$ cat src/rtl/fetch_unit.sv
// fetch_unit: instruction fetch and field-split stage for a single-cycle MIPS execute block.
// Latency: 3 cycles minimum per instruction (REQ -> WAIT -> EXEC); each not-ready, late-rvalid or stall cycle adds one.
// Backpressure: imem_req is held with a stable address until imem_ready; stall holds the instruction in EXEC.
//
// Optional feature macro: FETCH_ALIGN_CHECK_EN
//   defined   -> a misaligned pc_next at retirement raises a sticky fault and parks the FSM in FAULT
//   undefined -> pc_next is force-aligned, fault is tied 0
//
// Ports:
//   clk, rst                 clock, synchronous active-high reset
//   imem_req/addr            fetch request and address (address = pc)
//   imem_ready               memory accepts the request this cycle
//   imem_rvalid/rdata        returned instruction word, only honoured in WAIT
//   pc, pc_next              architectural PC out, next PC from execute block in
//   stall                    downstream hold of the current instruction
//   exec_valid               instruction register valid for the execute window
//   opcode .. jtype_addres   pure slices of the instruction register
//   retire_count             retired instructions since reset (wraps)
//   fault                    sticky misaligned-PC fault
module fetch_unit #(
  parameter int                   WORD_SIZE    = 32,
  parameter logic [WORD_SIZE-1:0] RESET_VECTOR = '0
) (
  input  logic                 clk,
  input  logic                 rst,
  output logic                 imem_req,
  output logic [WORD_SIZE-1:0] imem_addr,
  input  logic                 imem_ready,
  input  logic                 imem_rvalid,
  input  logic [31:0]          imem_rdata,
  output logic [WORD_SIZE-1:0] pc,
  input  logic [WORD_SIZE-1:0] pc_next,
  input  logic                 stall,
  output logic                 exec_valid,
  output logic [5:0]           opcode,
  output logic [4:0]           rtype_rs,
  output logic [4:0]           rtype_rt,
  output logic [4:0]           rtype_rd,
  output logic [4:0]           rtype_shamt,
  output logic [5:0]           rtype_funct,
  output logic [4:0]           itype_rs,
  output logic [4:0]           itype_rt,
  output logic [15:0]          itype_immediate,
  output logic [25:0]          jtype_addres,
  output logic [31:0]          retire_count,
  output logic                 fault
);

  typedef enum logic [2:0] {
    S_IDLE  = 3'd0,
    S_REQ   = 3'd1,
    S_WAIT  = 3'd2,
    S_EXEC  = 3'd3,
    S_FAULT = 3'd4
  } state_t;

  localparam logic [WORD_SIZE-1:0] ALIGN_MASK = ~WORD_SIZE'(3);

  state_t               state;
  state_t               state_nxt;
  logic [WORD_SIZE-1:0] pc_q;
  logic [31:0]          ir;
  logic [31:0]          count_q;
  logic                 retire;
  logic                 misalign;

  assign retire = (state == S_EXEC) && !stall;

`ifdef FETCH_ALIGN_CHECK_EN
  logic fault_q;

  assign misalign = (pc_next[1:0] != 2'b00);
  assign fault    = fault_q;

  always_ff @(posedge clk) begin
    if (rst) begin
      fault_q <= 1'b0;
    end else if (retire && misalign) begin
      fault_q <= 1'b1;
    end
  end
`else
  assign misalign = 1'b0;
  assign fault    = 1'b0;
`endif

  // Next-state logic; outputs are decoded directly from the registered state.
  always_comb begin
    state_nxt = state;
    case (state)
      S_IDLE:  state_nxt = S_REQ;
      S_REQ:   if (imem_ready) state_nxt = S_WAIT;
      S_WAIT:  if (imem_rvalid) state_nxt = S_EXEC;
      S_EXEC:  if (retire) state_nxt = misalign ? S_FAULT : S_REQ;
      S_FAULT: state_nxt = S_FAULT;
      default: state_nxt = S_IDLE;
    endcase
  end

  always_ff @(posedge clk) begin
    if (rst) begin
      state   <= S_IDLE;
      pc_q    <= RESET_VECTOR;
      ir      <= 32'd0;
      count_q <= 32'd0;
    end else begin
      state <= state_nxt;
      // rvalid outside WAIT belongs to an abandoned fetch and is dropped.
      if ((state == S_WAIT) && imem_rvalid) begin
        ir <= imem_rdata;
      end
      if (retire) begin
        count_q <= count_q + 32'd1;
        // A faulting retirement still counts but leaves the PC where it was.
        if (!misalign) begin
          pc_q <= pc_next & ALIGN_MASK;
        end
      end
    end
  end

  assign imem_req   = (state == S_REQ);
  assign imem_addr  = pc_q;
  assign pc         = pc_q;
  assign exec_valid = (state == S_EXEC);
  assign retire_count = count_q;

  assign opcode          = ir[31:26];
  assign rtype_rs        = ir[25:21];
  assign rtype_rt        = ir[20:16];
  assign rtype_rd        = ir[15:11];
  assign rtype_shamt     = ir[10:6];
  assign rtype_funct     = ir[5:0];
  assign itype_rs        = ir[25:21];
  assign itype_rt        = ir[20:16];
  assign itype_immediate = ir[15:0];
  assign jtype_addres    = ir[25:0];

endmodule

$ cat config.mk
export PLATFORM = sky130hd
export DESIGN_NAME = fetch_unit
export DESIGN_NICKNAME = d
export VERILOG_FILES = /design/src/rtl/fetch_unit.sv
export SDC_FILE = /design/constraint.sdc
export NUM_CORES = 1
export LEC_CHECK = 0
export BUFFER_PORTS_ARGS = -buffer_cell sky130_fd_sc_hd__buf_2
export CORE_MARGIN = 5
export CORE_UTILIZATION = 45
export CTS_CLUSTER_DIAMETER = 50
export DETAILED_ROUTE_END_ITERATION = 7
export PLACE_DENSITY = 0.81
export SYNTH_ARGS = -nofsm -noshare
export SYNTH_HDL_FRONTEND = slang
export SYNTH_SLANG_ARGS = --single-unit
$ cat constraint.sdc
create_clock -name clk -period 2.6 [get_ports clk]
set_input_delay 0.39 -clock clk [delete_from_list [all_inputs] [get_ports clk]]
set_output_delay 0.39 -clock clk [all_outputs]
set_load 0.01 [all_outputs]
* Word level (Yosys, flattened, before mapping)
Cells that the tools add are included.
** Cells by class
- Reduce and logical (&&, ||, !) cells :: 5
- Equal/unequal tests :: 7
- $add $sub $neg :: 1
- Mux-type cells :: 4
** Operator list (count)
- 32-bit by 1-bit adder with 32-bit output (second input constant) :: 1
- 3-bit one-hot mux with 5 select lines :: 1
- 3-bit two-way mux :: 3
- 3-bit by 2-bit equality test with 1-bit output (second input constant) :: 2
- 2-bit by 1-bit inequality test with 1-bit output (second input constant) :: 2
- 3-bit by 1-bit equality test with 1-bit output (second input constant) :: 1
- 3-bit equality test (second input constant) :: 1
- 3-bit zero test :: 1
- 3-bit AND reduction :: 1
- 1-bit logical AND :: 2
- 2-bit inequality test (second input constant) :: 1
- 1-bit zero test :: 1
** Storage, ports and cells
- Register bits after elaboration :: 97
- Output and inout port bits :: 183

* Logic depth before layout (Yosys ltp)
- Depth in word-level cells :: 4
- Mapped depth :: 8
- Mapped depth without buffers :: 5

* Worst setup path before layout
Ideal clock, no wire load.
- Path type :: input to register
- Start :: input port stall
- End :: register count_q[29] (netlist: retire_count[29])
- Buffers on the path :: 2
- Slack :: 0.584 ns
- Required time :: 2.530 ns
- Arrival :: 1.946 ns
- Stages on the path :: 6
- Path through :: nand4bb_1 buf_2 or4_4 buf_6 or4_1 a21oi_1
** On the way
- Word-level cells in the longest chain between the ends :: 2
** Ends and longest elaborated chain
- start, declared :: RTL line 33 : input logic stall,
- 1-bit zero test :: RTL line 67 : assign retire = (state == S_EXEC) && !stall;
- 1-bit logical AND :: RTL line 67
- end signal, assigned :: RTL line 113 : count_q <= count_q + 32'd1;
- end, declared :: RTL line 63 : logic [31:0] count_q;
Every way passes these cells.
A chain may end at the register's enable or synchronous reset.

* Final worst setup path
- Start :: register state[1]
- End :: register count_q[31] (netlist: retire_count[31])
** On the way
- Word-level cells in the longest chain between the ends :: 2
** Ends and longest elaborated chain
- start, declared :: RTL line 59 : state_t state;
- start signal, assigned :: RTL line 107 : state <= state_nxt;
- 3-bit by 2-bit equality test with 1-bit output :: RTL line 67
- 1-bit logical AND :: RTL line 67
Every way passes these cells.

==> results_dict.tcl <==
set metrics [dict create \
    rrSetupSlack_ns 0.35 \
    power_density_nw_per_um2 497.1 \
    start_util_pct 45.94 \
    cp_num_cells 4 \
    dr.pass1.iters 4 \
    crit_chain "nand4bb_1 -> or4_4 -> or4_1 -> a21oi_1" \
    rows 36 \
    core_area_um2 9774 \
    period_share_pct 86.37 \
    swShare_pct 23.53 \
    worstSetupStartpoint "state[1]" \
    die_w_um 109.9 \
    rsz0062_at_grt "no" \
    tightest_slew_ns 0.6520 \
    criticalPathCategory "flop to flop" \
    cts_made_buffers 9 \
    routed_wl_mm 12.64 \
    crit_end "retire_count[31]" \
    synth_edf_count 0 \
    synthArstFlopShare_pct 0 \
    post-dp-hpwl_mm 9.339 \
    yosys.area_share.adder_pct 0.2786 \
    rr_worst_depth 4 \
    cts_setup_buffers 0 \
    fin_skew_ns 0.008855 \
    outcome "complete, no violations" \
    finalSetupViolations 0 \
    synth_top_family_by_area "simple AND/OR/NAND/NOR gates" \
    finalHoldViolCount 0 \
    h-tree-depth 3 \
    drv_cap 0 \
    clockBufferDepth 2 \
    finalCriticalPeriod_ns 2.246 \
    synth_flop_cell "dfxtp_1" \
    clock-root-buffer "clkbuf_8" \
    die_h_um 109.9 \
    synth-simple-area-share_pct 23.54 \
    whs_ns 0.2696 \
    cts_tree "done" \
    r2r_end "retire_count[31]" \
    required_ns 2.88 \
    grt_pass1_wl_mm 18.95 \
    clkLatencyLatePin_ns 0.35 \
    final_common_cell "buf_2" \
    max_freq_mhz 445.3 \
    synth_compound_area_share_pct 13.35 \
    cpMaxStageDelayCell "or4_4" \
    synth_area_um2 4491 \
    crit_path_start_kind "flop" \
    synthCells 561 \
    r2r_start "state[1]" \
    crit_path_max_incr_delay_ns 0.73 \
    portBuffers 244 \
    switchingPower_mw 0.6290 \
    yosys-mux-area-fraction_pct 0 \
    io_pins 252 \
    track_usage_pct 19.39 \
    antenna_found_initial 1 \
    wire_per_inst_um 14.95 \
    cp_max_fo 20 \
    synth-seq-cells 97 \
    slew-limit-headroom_pct 56.54 \
    drcViolationCount 0 \
    gp_congestion 0.7728 \
    comb_power_share_pct 7.6 \
    power.leakage_nw 2.490 \
    cts_resized 0 \
    ys_types 38 \
    drive_above_1_share_pct 37.64 \
    grt_max_degree 65 \
    clk_pin_slew_ns 0.09 \
    layout_common_cells "buf_2 (244), nand2_1 (137), dfxtp_1 (97), a21oi_1 (87), or4_1 (16)" \
    crit_buf_inv 0 \
    grt-ovfl-total 0 \
    crit_path_end_kind "flop" \
    viasPerCell 5.074 \
    num_vias 4293 \
    irDropWorstVdd_mv 0.2542 \
    arrival_ns 2.53 \
    nets 777 \
    cts.sinks 97 \
    die-area_um2 12080 \
    drt-initial-drc-count 272 \
    synth_xor_area_share_pct 1.560 \
    yosys_warnings 0 \
    p_seq_share_pct 57.0 \
    hp-class "input pin to flop" \
    setup_tns_ns 0 \
    p_total_mw 2.673 \
    cts_hold_buffers 0 \
    ys_seq_area_share_pct 43.24 \
    p_int_mw 2.044 \
    syn_avg_cell_area_um2 8.005 \
    grt_pass1_vias 3976 \
    power_frac_clock_pct 35.4 \
    detail-route-antenna-nets 0 \
    slew_violations 0 \
    cp_top_family "simple AND/OR/NAND/NOR gates" \
    areaGrowthSynthToFinish_pct 19.75 \
]
## state kept, by name, summed over array words and instances (netlist names)
| register | flops |
|---|---|
| state | 3 |
| retire_count | 32 |
| ir | 32 |
| imem_addr | 30 |
## layer usage
metal	wire (µm)	global-route usage (%)	vias up
li1	-	-	2106
met1	5084	23.42	1999
met2	6348	34.10	174
met3	1052	4.580	14
met4	159	5.610	0
met5	0	0	-
## cell type report
cell class                 instances  area [µm²]
fill                             920        4397
clock buffer                      14       182.7
sequential                        97        1942
multi-input combinational        343        1773
inverter                           6       22.52
tap                              133       166.4
clock inverter                     2       10.01
antenna                            1       2.502
timing repair buffer             250        1279
## power groups by stage
stage | Clock [mW] | Combinational (mW) | Sequential (mW)
floorplan | 0 | 0.120 | 1.56
global placement | 0 | 0.201 | 1.56
detailed placement | 0 | 0.205 | 1.56
CTS | 0.974 | 0.206 | 1.52
global route | 1.04 | 0.225 | 1.53
finish | 0.947 | 0.204 | 1.52
## tightest hold or removal path, delay by kind of cell
kind / cells / cell delay, ns
buf+inv: 1 / 0.09
compound gates: 1 / 0.05
simple gates: 1 / 0.04
## worst min-delay path by stage
stage	from	to	slack, ns	depth (start not counted)
2_1_floorplan	ir[26]	ir[26]	0.48	2
3_3_place_gp	ir[27]	ir[27]	0.44	2
3_5_place_dp	ir[30]	ir[30]	0.44	2
4_1_cts	imem_rdata[31]	ir[31]	0.25	3
5_1_grt	pc_next[9]	imem_addr[9]	0.25	3
6_report	pc_next[21]	imem_addr[21]	0.27	3
## cells in the mapped netlist, drive strengths merged, types with 4 or more instances
cell / count / area, µm²
o31ai: 13 / 97.59
xnor2: 4 / 35.03
nand3: 11 / 55.05
clkbuf: 26 / 97.59
inv: 6 / 22.52
or3: 10 / 62.56
or4: 17 / 131.4
nand2: 137 / 514.2
xor2: 4 / 35.03
and4: 4 / 35.03
a21oi: 87 / 435.4
buf: 93 / 685.7
nor2: 9 / 33.78
dfxtp: 97 / 1942
nand4: 11 / 68.82
o21ai: 8 / 40.03
## cell families after synthesis
| family | count (synthesis) |
|---|---|
| AOI/OAI and AO/OA | 111 |
| xor gates and xnor gates | 8 |
| adders and majority gates | 1 |
| buffers and inverters | 125 |
| DFF | 97 |
| other | 1 |
| and+or+nand+nor | 218 |
## per-stage QoR
stage	instances	util [%]	worst slack [ns]	instance area (µm²)
after floorplan	565	-	0.5837	4506
after global placement	829	53.02	0.3235	5182
after detailed placement	829	53.02	0.2847	5182
after CTS	845	54.99	0.3477	5375
after global routing	846	55.02	0.1749	5378
final	846	55.02	0.3543	5378
Power figures use the tool's default switching activity.
